## src/rtl/path_metric_mem.sv

```systemverilog
// rtl/path_metric_mem.sv - Viterbi path-metric register bank with MSB renormalisation and best-state search
module path_metric_mem #(
    parameter int NUM_STATES = 4,
    parameter int METRIC_W   = 3,
    localparam int PM_W      = NUM_STATES * METRIC_W,
    localparam int SEL_W     = (NUM_STATES > 2) ? $clog2(NUM_STATES) : 1
) (
    input  logic              clk,
    input  logic              rst_n,
    input  logic              init,
    input  logic              in_valid,
    input  logic [PM_W-1:0]   pm_in,
    output logic [PM_W-1:0]   pm_out,
    output logic              out_valid,
    output logic [SEL_W-1:0]  best_state,
    output logic              norm_flag,
    output logic [15:0]       norm_count
);

    // State 0 starts at zero, every other state starts at the worst metric.
    localparam logic [PM_W-1:0] INIT_PM = {{(PM_W - METRIC_W){1'b1}}, {METRIC_W{1'b0}}};

    logic [NUM_STATES-1:0] msb_vec;
    logic                  norm_cond;
    logic [PM_W-1:0]       pm_norm;
    logic [SEL_W-1:0]      min_idx;

    for (genvar i = 0; i < NUM_STATES; i++) begin : g_slot
        assign msb_vec[i] = pm_in[i*METRIC_W + METRIC_W - 1];
        assign pm_norm[i*METRIC_W +: METRIC_W] = norm_cond
            ? {1'b0, pm_in[i*METRIC_W +: METRIC_W-1]}
            : pm_in[i*METRIC_W +: METRIC_W];
    end

    assign norm_cond = &msb_vec;

    // Pairwise reduction tree; on a tie the left (lower-index) operand survives.
    function automatic logic [SEL_W-1:0] min_index(input logic [PM_W-1:0] pm);
        logic [METRIC_W-1:0] val [NUM_STATES];
        logic [SEL_W-1:0]    idx [NUM_STATES];
        for (int i = 0; i < NUM_STATES; i++) begin
            val[i] = pm[i*METRIC_W +: METRIC_W];
            idx[i] = SEL_W'(i);
        end
        for (int w = NUM_STATES / 2; w >= 1; w = w / 2) begin
            for (int j = 0; j < w; j++) begin
                if (val[2*j+1] < val[2*j]) begin
                    val[j] = val[2*j+1];
                    idx[j] = idx[2*j+1];
                end else begin
                    val[j] = val[2*j];
                    idx[j] = idx[2*j];
                end
            end
        end
        return idx[0];
    endfunction

    assign min_idx = min_index(pm_norm);

    always_ff @(posedge clk) begin
        if (!rst_n || init) begin
            pm_out     <= INIT_PM;
            out_valid  <= 1'b0;
            best_state <= '0;
            norm_flag  <= 1'b0;
            norm_count <= 16'd0;
        end else if (in_valid) begin
            pm_out     <= pm_norm;
            out_valid  <= 1'b1;
            best_state <= min_idx;
            norm_flag  <= norm_cond;
            if (norm_cond && norm_count != 16'hFFFF) begin
                norm_count <= norm_count + 16'd1;
            end
        end else begin
            out_valid <= 1'b0;
            norm_flag <= 1'b0;
        end
    end

endmodule

```

## config.mk

```make
export PLATFORM = sky130hd
export DESIGN_NAME = path_metric_mem
export DESIGN_NICKNAME = d
export VERILOG_FILES = /design/src/rtl/path_metric_mem.sv
export SDC_FILE = /design/constraint.sdc
export NUM_CORES = 1
export LEC_CHECK = 0
export ABC_AREA = 0
export CELL_PAD_IN_SITES_DETAIL_PLACEMENT = 0
export CELL_PAD_IN_SITES_GLOBAL_PLACEMENT = 1
export CORE_MARGIN = 5
export CORE_UTILIZATION = 34
export DETAILED_ROUTE_END_ITERATION = 10
export PLACE_DENSITY = 0.89
export SLEW_MARGIN = 20
export SYNTH_ARGS = -nofsm -noshare
export SYNTH_HDL_FRONTEND = slang
export SYNTH_SLANG_ARGS = --single-unit
```

## constraint.sdc

```tcl
create_clock -name clk -period 2.7 [get_ports clk]
set_input_delay 0.27 -clock clk [delete_from_list [all_inputs] [get_ports clk]]
set_output_delay 0.27 -clock clk [all_outputs]
set_load 0.02 [all_outputs]
```

==> reports/qor.json <==
{
  "cts_hold_buf": {"value": 0},
  "post_cts_resized": {"value": 0},
  "worstHoldPathType": {"value": "reg2reg"},
  "postRouteWirelength": {"value": 3620, "unit": "microns"},
  "final-seq-area": {"value": 641, "unit": "sq um"},
  "fp.dieW": {"value": 77.9, "unit": "microns"},
  "crit_path_top_delay_cell": {"value": "sky130_fd_sc_hd__clkdlybuf4s50_1"},
  "number_of_enable_type_register_cells_in_the_synthesized_netlist": {"value": 0},
  "port-buffer-count": {"value": 47},
  "maximum_clock_path_buffer_count": {"value": 2},
  "holdWs": {"value": 0.472, "unit": "ns"},
  "worst_hold_endpoint": {"value": "pm_out[2]"},
  "routed_wirelength_normalized_by_instance_count": {"value": 12.9, "unit": "microns"},
  "hold_viol": {"value": 0},
  "post-route-min-period": {"value": 2.33, "unit": "ns"},
  "achievable-frequency": {"value": 428, "unit": "MHz"},
  "areaGrowthSynthToFinish": {"value": 39.7, "unit": "%"},
  "antenna_violations_before_repair": {"value": 0},
  "clock_power_share": {"value": 0.374},
  "pwr-share-comb": {"value": 0.139},
  "vias_cell": {"value": 4.85},
  "ir_worst_vdd": {"value": 301, "unit": "uV"},
  "max_stage_delay": {"value": 0.48, "unit": "ns"},
  "synthesis.area": {"value": 1570, "unit": "sq um"},
  "dp.final_hpwl": {"value": 2660, "unit": "microns"},
  "worstSetupStartpointType": {"value": "primary input"},
  "synthFlopType": {"value": "sky130_fd_sc_hd__dfxtp_1"},
  "path_clk_slew": {"value": 0.06, "unit": "ns"},
  "layout_common_cells": {"value": "sky130_fd_sc_hd__clkdlybuf4s50_1, sky130_fd_sc_hd__dfxtp_1, sky130_fd_sc_hd__nand2_1, sky130_fd_sc_hd__nor2_1"},
  "layout.cells.most_common": {"value": "sky130_fd_sc_hd__clkdlybuf4s50_1"},
  "min_period_over_period": {"value": 0.864},
  "reg2reg_setup_slack": {"value": 0.93, "unit": "ns"},
  "powerDensity": {"value": 456, "unit": "nW/um^2"},
  "layout-drive-gt1-share": {"value": 0.0568},
  "critPathRequiredTime": {"value": 2.86, "unit": "ns"},
  "post-cts-setup-buffer-count": {"value": 0},
  "die_h": {"value": 77.9, "unit": "microns"},
  "num_rows": {"value": 24},
  "synth_cell_type_count": {"value": 32},
  "drtPass1Iterations": {"value": 4},
  "synth_async_sr_flop_share": {"value": 0},
  "worst_r2r_startpoint": {"value": "norm_count[0]"},
  "internal-power": {"value": 0.758, "unit": "mW"},
  "yosys_warnings": {"value": 0},
  "drc": {"value": 0},
  "n_antenna_cell": {"value": 0},
  "grt_pass1_wl": {"value": 5840, "unit": "microns"},
  "reg2regPathDepth": {"value": 7},
  "power.switching": {"value": 0.238, "unit": "mW"},
  "timing_worst_slew_pin_value": {"value": 0.759, "unit": "ns"},
  "crit_path_cell_trace": {"value": "clkdlybuf4s50_1, inv_1, ha_1, a21o_1, a21oi_1, a21oi_1, ha_1, a21o_1, a31oi_1, mux2i_1, a21oi_1"},
  "switching_share": {"value": 0.239},
  "detail_route.iter0.violations": {"value": 29},
  "worst_hold_startpoint": {"value": "pm_out[2]"},
  "grt_residual_overflow": {"value": 0},
  "timing.max_slew.rel_slack": {"value": 0.493},
  "layout.filler_cells": {"value": 425},
  "floorplan.die_area": {"value": 6060, "unit": "sq um"},
  "first_global_vias": {"value": 1330},
  "r2r-end": {"value": "norm_count[12]"},
  "cp_common_cell": {"value": "sky130_fd_sc_hd__a21oi_1"},
  "finalMaxSlewViolations": {"value": 0},
  "timing.critical_path.fanout_max": {"value": 3},
  "setup_violations": {"value": 0},
  "io_pins": {"value": 48},
  "status": {"value": "completed"},
  "vias": {"value": 1364},
  "worst_endpoint_data_arrival_time": {"value": 2.50, "unit": "ns"},
  "timing.critical_path.to_type": {"value": "register"},
  "worst-path-buf-inv": {"value": 2},
  "post_layout_net_count": {"value": 253},
  "whs_path_depth": {"value": 2},
  "grt.total_usage": {"value": 0.118},
  "synth.net_count": {"value": 202},
  "synthesis.instances": {"value": 177},
  "cts_inserted_buffers": {"value": 5},
  "grt_setup_unrepaired": {"value": "false"},
  "ant_nets": {"value": 0},
  "total_leakage_power": {"value": 0.868, "unit": "nW"},
  "start_util": {"value": 0.355},
  "final.setup_skew": {"value": 0.00273, "unit": "ns"},
  "final.setup.tns": {"value": 0, "unit": "ns"},
  "cts_tree": {"value": "built"},
  "coreArea": {"value": 4410, "unit": "sq um"},
  "seq_power_share": {"value": 0.487},
  "ys_seq_elements": {"value": 32},
  "syn_area_per_cell": {"value": 8.84, "unit": "sq um"},
  "worstSkewPairLatency": {"value": 0.28, "unit": "ns"},
  "maxCapViolations": {"value": 0},
  "maximum_number_of_pins_on_one_net_before_global_route_repair": {"value": 22},
  "timing.setup.critical_path_class": {"value": "in2reg"},
  "multi_input_area": {"value": 883, "unit": "sq um"},
  "synth_sequential_area_ratio": {"value": 0.409},
  "postLayoutCoreUtil": {"value": 0.495},
  "cts_num_sinks": {"value": 32},
  "clk_root_buffer_cell": {"value": "sky130_fd_sc_hd__clkbuf_8"},
  "place_congestion": {"value": 0.799},
  "cp_top_family": {"value": "compound AO/OA/AOI/OAI gates"},
  "htreeDepth": {"value": 2}
}
## sequential cells by signal (all words and copies together), names as in the netlist
signal and flops:
norm_count 16, best_state 2, pm_out 12, norm_flag 1, out_valid 1
## how the worst max path moves through the flow
stage | startpoint | end | slack, ns | cells past startpoint
after floorplan | pm_in[7] | best_state[0] | 0.75 | 10
after global placement | pm_in[7] | best_state[0] | 0.15 | 11
after detailed placement | pm_in[7] | best_state[0] | 0.1 | 11
after CTS | pm_in[7] | best_state[0] | 0.38 | 11
after global routing | pm_in[7] | best_state[0] | 0.16 | 11
final | pm_in[1] | best_state[0] | 0.37 | 11
## through the flow
| step | area [sq um] | std cells | setup slack [ns] | total power [mW] |
|---|---|---|---|---|
| finish | 2190 | 281 | 0.366 | 0.997 |
| global route | 2190 | 281 | 0.156 | 1.05 |
| CTS | 2190 | 281 | 0.379 | 1.01 |
| floorplan | 1570 | 177 | 0.754 | 0.574 |
| global placement | 2100 | 273 | 0.150 | 0.632 |
| detailed placement | 2100 | 273 | 0.0988 | 0.634 |
## power by group through the flow
stage                     clock [mW]  combinational [mW]  sequential, mW
final                          0.373               0.138           0.485
after global routing           0.412               0.153           0.485
after CTS                      0.389               0.140           0.485
after detailed placement           0               0.138           0.496
after global placement             0               0.137           0.495
after floorplan                    0              0.0687           0.506
## cells by family after synthesis
group           synth area share
compound gates             0.121
xor+xnor                  0.0839
flops                      0.409
fa+ha+maj                 0.0719
simple gates               0.217
mux                       0.0703
buf+inv                   0.0264
## cell type report
| cell class | count | area share |
|---|---|---|
| flip-flops and latches | 32 | 0.293 |
| repair buffers | 49 | 0.222 |
| multi-input cells | 134 | 0.404 |
| well taps | 52 | 0.0297 |
| inverters | 6 | 0.0103 |
| clock buffers | 8 | 0.0412 |
## per-layer routing
layer	routed length, microns	GRT usage	vias up	share of wire
met5	0	0	-	0
met1	1680	0.134	618	0.46
li1	-	-	698	-
met4	55	0.0412	0	0.015
met3	260	0.0509	7	0.072
met2	1620	0.198	41	0.45
## worst register-to-register path: stages (launching register included)
cell                      delay [ns]
sky130_fd_sc_hd__dfxtp_1        0.42
sky130_fd_sc_hd__ha_1           0.22
sky130_fd_sc_hd__and3_1         0.19
sky130_fd_sc_hd__nand3_1        0.13
sky130_fd_sc_hd__a311o_1        0.32
sky130_fd_sc_hd__nor3_1         0.19
sky130_fd_sc_hd__xnor2_1        0.15
sky130_fd_sc_hd__nor2_1         0.05
## cells in the mapped netlist (2+ instances only)
cell,instances,area [sq um]
sky130_fd_sc_hd__a21o_1,3,22.5
sky130_fd_sc_hd__a21oi_1,6,30.0
sky130_fd_sc_hd__and3_1,2,12.5
sky130_fd_sc_hd__clkbuf_1,4,15.0
sky130_fd_sc_hd__dfxtp_1,32,641
sky130_fd_sc_hd__ha_1,9,113
sky130_fd_sc_hd__inv_1,6,22.5
sky130_fd_sc_hd__mux2i_1,11,110
sky130_fd_sc_hd__nand2_1,25,93.8
sky130_fd_sc_hd__nand2b_1,4,25.0
sky130_fd_sc_hd__nand3_1,10,50.1
sky130_fd_sc_hd__nand4_1,3,18.8
sky130_fd_sc_hd__nor2_1,25,93.8
sky130_fd_sc_hd__o21ai_0,6,30.0
sky130_fd_sc_hd__xnor2_1,4,35.0
sky130_fd_sc_hd__xor2_1,11,96.3
Note: power is estimated with default switching activity, not from simulation.
